File: config.mk
export PLATFORM = sky130hd
export DESIGN_NAME = thread_dispatch_flat
export DESIGN_NICKNAME = d
export VERILOG_FILES = /design/src/rtl/gpu_dispatch_pkg.sv /design/src/rtl/thread_dispatch_if.sv /design/src/rtl/instr_decode.sv /design/src/rtl/thread_dispatch.sv /design/src/flat_wrapper.sv
export SDC_FILE = /design/constraint.sdc
export NUM_CORES = 1
export LEC_CHECK = 0
export ABC_AREA = 1
export CORE_UTILIZATION = 37
export CTS_CLUSTER_SIZE = 30
export DETAILED_ROUTE_END_ITERATION = 7
export PLACE_DENSITY = 0.74
export SYNTH_ARGS = -nofsm -noshare
export SYNTH_HDL_FRONTEND = slang
export SYNTH_SLANG_ARGS = --single-unit
File: constraint.sdc
create_clock -name clk -period 1.65 [get_ports clk]
set_input_delay 0.33 -clock clk [delete_from_list [all_inputs] [get_ports clk]]
set_output_delay 0.33 -clock clk [all_outputs]
set_load 0.005 [all_outputs]
File: src/rtl/gpu_dispatch_pkg.sv
// Shared definitions for the thread dispatcher: opcode and FSM state
// encodings plus the bit positions of every field in an instruction word.
package gpu_dispatch_pkg;

  // Instruction opcodes as seen by the functional-unit lanes.
  typedef enum logic [2:0] {
    OP_ADD  = 3'b000,
    OP_SUB  = 3'b001,
    OP_MUL  = 3'b010,
    OP_DIV  = 3'b011,
    OP_FADD = 3'b100,
    OP_FSUB = 3'b101,
    OP_LOAD = 3'b110,
    OP_END  = 3'b111
  } opcode_e;

  // Dispatcher FSM states.
  typedef enum logic [2:0] {
    ST_IDLE  = 3'd0,
    ST_FETCH = 3'd1,
    ST_WAIT  = 3'd2,
    ST_ISSUE = 3'd3,
    ST_DRAIN = 3'd4,
    ST_DONE  = 3'd5
  } state_e;

  // Instruction word layout; bits [7:0] carry nothing for the lanes.
  localparam int OPC_MSB = 31;
  localparam int OPC_LSB = 29;
  localparam int DST_MSB = 28;
  localparam int DST_LSB = 24;
  localparam int RS1_MSB = 23;
  localparam int RS1_LSB = 19;
  localparam int RS2_MSB = 18;
  localparam int RS2_LSB = 14;
  localparam int SHM_MSB = 13;
  localparam int SHM_LSB = 8;

  // Decoded view of one instruction word.
  typedef struct packed {
    opcode_e    opcode;
    logic [4:0] dest_reg;
    logic [4:0] regnum_1;
    logic [4:0] regnum_2;
    logic [5:0] shammt;
  } instr_fields_t;

endpackage

File: src/rtl/thread_dispatch_if.sv
// Dispatcher-side bus: instruction-memory read channel plus the decoded
// instruction broadcast and completion flags shared with the lanes.
// The dispatcher connects through the master modport.
interface thread_dispatch_if #(
  parameter int NUM_THREADS = 4,
  parameter int PC_W        = 8
) ();

  logic                   imem_req;
  logic [PC_W-1:0]        imem_addr;
  logic                   imem_valid;
  logic [31:0]            imem_rdata;
  logic [2:0]             type_instruction;
  logic [4:0]             regnum_1;
  logic [4:0]             regnum_2;
  logic [4:0]             dest_reg;
  logic [5:0]             shammt;
  logic [NUM_THREADS-1:0] is_active;
  logic [NUM_THREADS-1:0] thread_complete;

  modport master (
    output imem_req, imem_addr,
    output type_instruction, regnum_1, regnum_2, dest_reg, shammt, is_active,
    input  imem_valid, imem_rdata, thread_complete
  );

  modport slave (
    input  imem_req, imem_addr,
    input  type_instruction, regnum_1, regnum_2, dest_reg, shammt, is_active,
    output imem_valid, imem_rdata, thread_complete
  );

endinterface

File: src/rtl/instr_decode.sv
// Pure combinational instruction decoder: splits a 32-bit instruction word
// into opcode and register/shift fields. The low byte is ignored.
module instr_decode
  import gpu_dispatch_pkg::*;
(
  input  logic [31:0]   word,
  output instr_fields_t fields
);

  // Low byte carries no information for the lanes.
  logic unused_low_bits;
  assign unused_low_bits = ^word[SHM_LSB-1:0];

  // Slice every field out of the word at its fixed position.
  always_comb begin
    fields          = '0;
    fields.opcode   = opcode_e'(word[OPC_MSB:OPC_LSB]);
    fields.dest_reg = word[DST_MSB:DST_LSB];
    fields.regnum_1 = word[RS1_MSB:RS1_LSB];
    fields.regnum_2 = word[RS2_MSB:RS2_LSB];
    fields.shammt   = word[SHM_MSB:SHM_LSB];
  end

endmodule

File: src/rtl/thread_dispatch.sv
// Thread dispatcher: fetches one instruction at a time from instruction
// memory, broadcasts it for exactly one cycle to the participating lanes,
// and waits for all participating lanes to report completion after END.
// Optional build macro: THREAD_DISPATCH_PERF_EN enables the saturating
// issued-instruction counter on instr_count (tied to zero otherwise).
module thread_dispatch
  import gpu_dispatch_pkg::*;
#(
  parameter int NUM_THREADS = 4,
  parameter int PC_W        = 8
) (
  input  logic                   clk,
  input  logic                   rst,
  input  logic                   start,
  input  logic [PC_W-1:0]        base_pc,
  input  logic [NUM_THREADS-1:0] thread_mask,
  thread_dispatch_if.master      bus,
  output logic                   busy,
  output logic                   done,
  output logic                   error,
  output logic [15:0]            instr_count
);

  localparam logic [2:0] S_IDLE  = 3'(ST_IDLE);
  localparam logic [2:0] S_FETCH = 3'(ST_FETCH);
  localparam logic [2:0] S_WAIT  = 3'(ST_WAIT);
  localparam logic [2:0] S_ISSUE = 3'(ST_ISSUE);
  localparam logic [2:0] S_DRAIN = 3'(ST_DRAIN);
  localparam logic [2:0] S_DONE  = 3'(ST_DONE);

  logic [2:0]             state_reg;
  logic [PC_W-1:0]        pc_reg;
  logic [NUM_THREADS-1:0] mask_reg;
  logic [31:0]            instr_reg;
  logic                   error_reg;
  instr_fields_t          dec;
  logic                   in_issue;
  logic                   start_ok;
  logic                   lanes_done;

  assign in_issue   = (state_reg == S_ISSUE);
  assign start_ok   = (state_reg == S_IDLE) && start;
  assign lanes_done = ((bus.thread_complete & mask_reg) == mask_reg);

  instr_decode u_decode (
    .word   (instr_reg),
    .fields (dec)
  );

  // Main control FSM with kernel context (pc, lane mask, held instruction).
  always_ff @(posedge clk or posedge rst) begin
    if (rst) begin
      state_reg <= S_IDLE;
      pc_reg    <= '0;
      mask_reg  <= '0;
      instr_reg <= '0;
      error_reg <= 1'b0;
    end else begin
      case (state_reg)
        S_IDLE: begin
          if (start) begin
            state_reg <= S_FETCH;
            pc_reg    <= base_pc;
            mask_reg  <= thread_mask;
            error_reg <= 1'b0;
          end
        end
        S_FETCH: state_reg <= S_WAIT;
        S_WAIT: begin
          if (bus.imem_valid) begin
            instr_reg <= bus.imem_rdata;
            state_reg <= S_ISSUE;
          end
        end
        S_ISSUE: begin
          if (dec.opcode == OP_END) begin
            state_reg <= S_DRAIN;
          end else if (pc_reg == '1) begin
            // Running off the top of instruction memory is a fault, not a wrap.
            error_reg <= 1'b1;
            state_reg <= S_DONE;
          end else begin
            pc_reg    <= pc_reg + 1'b1;
            state_reg <= S_FETCH;
          end
        end
        S_DRAIN: begin
          if (lanes_done) state_reg <= S_DONE;
        end
        S_DONE:  state_reg <= S_IDLE;
        default: state_reg <= S_IDLE;
      endcase
    end
  end

`ifdef THREAD_DISPATCH_PERF_EN
  logic [15:0] count_reg;

  // Saturating count of ISSUE cycles, cleared when a kernel is accepted.
  always_ff @(posedge clk or posedge rst) begin
    if (rst) begin
      count_reg <= '0;
    end else if (start_ok) begin
      count_reg <= '0;
    end else if (in_issue && (count_reg != 16'hFFFF)) begin
      count_reg <= count_reg + 16'd1;
    end
  end

  assign instr_count = count_reg;
`else
  assign instr_count = 16'd0;
`endif

  // Memory request, status, and the one-cycle decoded broadcast; every lane
  // output is forced to zero outside ISSUE so nothing is executed twice.
  always_comb begin
    bus.imem_req         = (state_reg == S_FETCH);
    bus.imem_addr        = (state_reg == S_FETCH) ? pc_reg : '0;
    bus.type_instruction = 3'b000;
    bus.dest_reg         = 5'd0;
    bus.regnum_1         = 5'd0;
    bus.regnum_2         = 5'd0;
    bus.shammt           = 6'd0;
    bus.is_active        = '0;
    if (in_issue) begin
      bus.type_instruction = dec.opcode;
      bus.dest_reg         = dec.dest_reg;
      bus.regnum_1         = dec.regnum_1;
      bus.regnum_2         = dec.regnum_2;
      bus.shammt           = dec.shammt;
      bus.is_active        = mask_reg;
    end
    busy  = (state_reg != S_IDLE);
    done  = (state_reg == S_DONE);
    error = error_reg;
  end

endmodule

File: src/flat_wrapper.sv
// flat-port wrapper written by rule: the top's interface ports become plain ports
module thread_dispatch_flat import gpu_dispatch_pkg::*;
#(
  parameter int NUM_THREADS = 4,
  parameter int PC_W        = 8
)
  (clk, rst, start, base_pc, thread_mask, busy, done, error, instr_count, bus_imem_req, bus_imem_addr, bus_type_instruction, bus_regnum_1, bus_regnum_2, bus_dest_reg, bus_shammt, bus_is_active, bus_imem_valid, bus_imem_rdata, bus_thread_complete);
  thread_dispatch_if #(.NUM_THREADS(NUM_THREADS), .PC_W(PC_W)) bus_i ();
  input  logic clk;
  input  logic rst;
  input  logic start;
  input  logic [PC_W-1:0] base_pc;
  input  logic [NUM_THREADS-1:0] thread_mask;
  output logic busy;
  output logic done;
  output logic error;
  output logic [15:0] instr_count;
  output wire logic [$bits(bus_i.imem_req)-1:0] bus_imem_req;
  output wire logic [$bits(bus_i.imem_addr)-1:0] bus_imem_addr;
  output wire logic [$bits(bus_i.type_instruction)-1:0] bus_type_instruction;
  output wire logic [$bits(bus_i.regnum_1)-1:0] bus_regnum_1;
  output wire logic [$bits(bus_i.regnum_2)-1:0] bus_regnum_2;
  output wire logic [$bits(bus_i.dest_reg)-1:0] bus_dest_reg;
  output wire logic [$bits(bus_i.shammt)-1:0] bus_shammt;
  output wire logic [$bits(bus_i.is_active)-1:0] bus_is_active;
  input wire logic [$bits(bus_i.imem_valid)-1:0] bus_imem_valid;
  input wire logic [$bits(bus_i.imem_rdata)-1:0] bus_imem_rdata;
  input wire logic [$bits(bus_i.thread_complete)-1:0] bus_thread_complete;
  assign bus_imem_req = bus_i.imem_req;
  assign bus_imem_addr = bus_i.imem_addr;
  assign bus_type_instruction = bus_i.type_instruction;
  assign bus_regnum_1 = bus_i.regnum_1;
  assign bus_regnum_2 = bus_i.regnum_2;
  assign bus_dest_reg = bus_i.dest_reg;
  assign bus_shammt = bus_i.shammt;
  assign bus_is_active = bus_i.is_active;
  assign bus_i.imem_valid = bus_imem_valid;
  assign bus_i.imem_rdata = bus_imem_rdata;
  assign bus_i.thread_complete = bus_thread_complete;
  thread_dispatch #(.NUM_THREADS(NUM_THREADS), .PC_W(PC_W)) u_core (.clk(clk), .rst(rst), .start(start), .base_pc(base_pc), .thread_mask(thread_mask), .bus(bus_i), .busy(busy), .done(done), .error(error), .instr_count(instr_count));
endmodule
== Word-level counts from Yosys, hierarchy flattened ==
Index checks and enable logic that the tools add are counted.

* Add/subtract/negate cells: 1
* Equality and inequality tests: 14
* Mux-type cells: 21
* Bitwise logic cells: 1
* Reductions and logical operators: 8

{| class="wikitable"
|+ Operators with widths
! cell !! count
|-
| two-way mux 8 bit || 4
|-
| two-way mux 3 bit || 6
|-
| one-hot mux 8 bit (2 select lines) || 1
|-
| two-way mux 5 bit || 3
|-
| one-hot mux 3 bit (5 select lines) || 1
|-
| inequality test 2 bit, second input constant || 5
|-
| == test 3 bit, second input constant || 3
|-
| adder 8 x 1 -> 8 bit, second input constant || 1
|-
| == test 8 bit, second input constant || 1
|-
| AND reduction 4 bit || 2
|-
| == test 3 x 2 -> 1 bit, second input constant || 2
|-
| two-way mux 6 bit || 1
|-
| bitwise AND 4 bit || 1
|-
| == test 4 bit || 1
|-
| two-way mux 4 bit || 1
|-
| AND reduction 2 bit || 2
|-
| == test 3 x 1 -> 1 bit, second input constant || 1
|-
| zero test 3 bit || 1
|-
| two-way mux 1 bit || 3
|-
| AND reduction 3 bit || 1
|-
| nonzero test 3 bit || 1
|-
| inequality test 2 x 1 -> 1 bit, second input constant || 1
|-
| one-hot mux 1 bit (2 select lines) || 1
|-
| nonzero test 2 bit || 1
|}

* Register bits after elaboration: 48
* Input bits: 52
* Output and inout port bits: 56
* Logic and storage cells: 50

== Longest topological paths before layout ==
* Depth after elaboration: 4
* Depth in mapped cells: 9
* Depth with buffers taken out: 9

== Cells and area by module ==
From an unflattened synthesis, not the netlist that was laid out.

* Cell total of the unflattened synthesis: 326
* Area, all modules: 2889.0 sq um

{| class="wikitable"
|+ Modules (own cells, without submodules)
! module !! times used !! cells an instance !! area an instance (sq um) !! sequential area each (sq um)
|-
| thread_dispatch || 1 || 302 || 2708.8 || 1201.2
|-
| instr_decode || 1 || 24 || 180.2 || 0.0
|}

== Worst setup path before layout ==
OpenSTA, ideal clock, no wires.

* Path kind: reg2out
* Start point: register u_core.state_reg[2]
* End point: output port bus_dest_reg[2]
* Data arrival time: 1095 ps
* Path slack: 225 ps
* Stages on the path, launching flop included: 6
* Path buffers: 2
* Cells stage by stage: dfrtp_1 -> inv_2 -> nand3_4 -> buf_2 -> buf_2 -> nor2_1

* Longest elaborated chain between the ends: 2

{| class="wikitable"
|+ RTL lines
! what !! line !! source
|-
| start: declaration || thread_dispatch.sv:31 || <nowiki>logic [2:0] state_reg;</nowiki>
|-
| start signal: assignment || thread_dispatch.sv:53 || <nowiki>state_reg <= S_IDLE;</nowiki>
|-
| start signal: assignment || thread_dispatch.sv:62 || <nowiki>state_reg <= S_FETCH;</nowiki>
|-
| start signal: assignment || thread_dispatch.sv:68 || <nowiki>S_FETCH: state_reg <= S_WAIT;</nowiki>
|-
| == test 3 x 2 -> 1 bit || thread_dispatch.sv:41 || <nowiki>assign in_issue = (state_reg == S_ISSUE);</nowiki>
|-
| two-way mux 5 bit || thread_dispatch.sv:126 || <nowiki>if (in_issue) begin</nowiki>
|-
| end: declaration || flat_wrapper.sv:23 || <nowiki>output wire logic [$bits(bus_i.dest_reg)-1:0] bus_dest_reg;</nowiki>
|}

Every way passes these cells.

== Final worst setup path ==
* Start point: register u_core.state_reg[1]
* End point: output port bus_type_instruction[1]

* Longest elaborated chain between the ends: 2

{| class="wikitable"
|+ RTL lines
! what !! line !! source
|-
| == test 3 x 2 -> 1 bit || thread_dispatch.sv:41 ||
|-
| two-way mux 3 bit || thread_dispatch.sv:126 ||
|-
| end: declaration || flat_wrapper.sv:20 || <nowiki>output wire logic [$bits(bus_i.type_instruction)-1:0] bus_type_instruction;</nowiki>
|}

Every way passes these cells.

==> results.toml <==
[detailed_routing]
num_vias = 2229
drcViolationCount = 0
drt-met1-wl_um = 2530
drt_first_iter_violations = 80
viasPerCell = 4.55
antenna_left = 0
maxUsedRoutingLayer = "met4"
met3_length_um = 302
met2_wirelength_um = 3120
wl_per_cell_um = 12.3
drt_first_pass_iters = 4
wl_um = 6030

[yosys]
synth-xor-area-share_pct = 0.386
synthDistinctLibCells = 28
synth_compound_area_share_pct = 13.3
synthesis.area_mm2 = 0.00227
synth_seq_area_share_pct = 44.1
synth_top_family_by_area = "simple AND/OR/NAND/NOR gates"
ys_ff_latch = 40
synth_area_per_cell_um2 = 7.65
synth.mux.area_fraction_pct = 0
yosys_warnings = 0
syn_inst = 297
yosys.area_share.simple_pct = 25.2
synth_fa_ha_area_share_pct = 0.551

[clock_tree]
cts_buffers = 5
cts.htree.levels = 2
clk_latency_ps = 290
cts_tree = "yes"
cts_sinks = 40
clockRootBuffer = "clkbuf_8"
clk_pin_slew_worst_paths_ps = 80
ctsLongestPathBuffers = 2

[timing]
fin_crit_ps = 1800
drv_slew = 0
final-setup-viol-count = 40
final.setup.tns_ps = -3340
rsz0062_at_grt = "true"
hold_violations = 0
fin_crit_sh_pct = 109
finalClockSkew_ps = 4.52
max_freq_ghz = 0.554
hold_slack_ps = 374
worst_slack_ps = -154

[global_route]
grt_pass1_wl_um = 9740
first_global_vias = 2124
grtUsageTotal_pct = 19.7
grt.overflow.total = 0
antenna_found_initial = 0
grt_max_degree = 49

[power_and_ir_drop]
switching_power_mw = 2.69
pwr-share-comb_pct = 63.5
vdd_drop_max_mv = 0.731
pwr-share-seq_pct = 25.8
p_sw_share_pct = 42.2
clockPowerShare_pct = 10.6
internal-power_mw = 3.68
p_leak_nw = 1.87
powerDensity_mw_per_mm2 = 1720

[place]
pre_cts_slack_ps = -182
gp_congestion = 0.770
dpl.hpwl_um = 3840
io_buffer_count = 83

[hold_path]
hold_path.class = "in -> async"

[floorplanning]
pin_count = 108
rows = 28
core_mm2 = 0.00592
die_area_mm2 = 0.00646
fp.dieW_um = 80.3
die_height_um = 80.3
initial_core_util_pct = 38.4

[layout]
largest_register_ffs = 24
fillers = 521
diodes = 0
drive_gt1_share_pct = 38.6
finish.utilization_pct = 62.5
final_cell_mix = "44 x clkdlybuf4s50_1, 42 x inv_1, 40 x dfrtp_1"
syn_to_final_growth_pct = 62.9
final_common_cell = "clkdlybuf4s50_1"
final_nets = 467

[critical_path]
r2r-start = "u_core.state_reg[1]$_DFFE_PP0P_"
start_kind = "register"
path_max_fanout = 5
crit_type = "reg -> out"
crit_start = "u_core.state_reg[1]$_DFFE_PP0P_"
required_ps = 1320
crit_path_end_kind = "output port"
crit_arrival_ps = 1470

[run_status]
violations = "negative setup slack"
outcome = "complete, but fails checks"

[flow_run]
drv_cap = 0
## final timing paths
path                                               endpoint  slack [ps]  depth (start not counted)
max in group asynchronous      u_core.pc_reg[3]$_DFFE_PP0P_        1070                          3
max                                 bus_type_instruction[1]        -150                          7
min                        u_core.instr_reg[16]$_DFFE_PP0P_         370                          3
min reg2reg                u_core.instr_reg[14]$_DFFE_PP0P_         520                          2
min in group clk           u_core.instr_reg[14]$_DFFE_PP0P_         520                          2
max reg2reg                    u_core.pc_reg[1]$_DFFE_PP0P_         -10                         11
## Yosys cell counts
cell / n / area share (%)
buf_6: 4 / 2.0
nand3_1: 11 / 2.4
nor3_2: 1 / 0.44
nor3_1: 2 / 0.44
dfrtp_1: 40 / 44
or2_2: 4 / 1.1
buf_4: 16 / 5.3
inv_1: 46 / 7.6
a22o_1: 1 / 0.39
o21ai_0: 13 / 2.9
nand3b_1: 1 / 0.33
o22ai_1: 2 / 0.55
inv_2: 3 / 0.50
a21oi_2: 20 / 7.7
nand2_1: 45 / 7.4
o21ai_1: 4 / 0.88
ha_1: 1 / 0.55
nand3_4: 1 / 0.77
xnor2_1: 1 / 0.39
buf_2: 2 / 0.44
nor2_2: 1 / 0.28
conb_1: 1 / 0.17
clkbuf_1: 2 / 0.33
buf_1: 1 / 0.17
nand2_2: 1 / 0.28
a21oi_1: 4 / 0.88
nor2_1: 68 / 11
nor2_4: 1 / 0.50
## cell type report
| class | count | area, um2 | area share, % |
|---|---|---|---|
| repair buffers | 120 | 1100 | 29.9 |
| well taps | 75 | 93.8 | 2.54 |
| inverters | 49 | 189 | 5.11 |
| flip-flops and latches | 40 | 1000 | 27.1 |
| clock buffers | 8 | 90.1 | 2.43 |
| multi-input cells | 198 | 1220 | 33.0 |
## routing by layer
| metal | GRT usage, % | vias up |
|---|---|---|
| met1 | 24.5 | 1049 |
| met5 | 0 | - |
| met4 | 4.64 | 0 |
| met2 | 34.9 | 63 |
| li1 | - | 1107 |
| met3 | 3.86 | 10 |
## cell families after synthesis
logic type      count (synthesis)
buf+inv                        74
simple gates                  136
fa+ha+maj                       1
xor+xnor                        1
flops                          40
compound gates                 44
other cells                     1
## timing repair
action	CTS	global route
pin swaps	4	12
setup buffers	16	6
hold buffers	0	0
setup endpoints to repair	39	55
cloned	3	0
gates resized for setup	207	48
## through the flow
step / total power [mW] / area (um2) / instances
global route: 6.87 / 3700 / 490
CTS: 5.92 / 3530 / 486
finish: 6.37 / 3700 / 490
floorplan: 3.30 / 2330 / 312
detailed placement: 4.61 / 3220 / 459
global placement: 4.51 / 3220 / 459
## power by group through the flow
stage                     registers (mW)  clock network (mW)  logic [mW]
after global routing                1.70               0.749        4.42
after global placement              1.63                   0        2.89
after detailed placement            1.65                   0        2.96
after floorplan                     1.63                   0        1.67
after CTS                           1.63               0.691        3.60
final                               1.64               0.677        4.04
## worst max-delay path: stages, from the launching register on
cell	delay [ps]
dfrtp_1	390
buf_6	130
nand3_4	80
buf_12	140
buf_8	120
buf_16	140
nor2_4	70
buf_2	110
(Power assumes the default switching activity.)
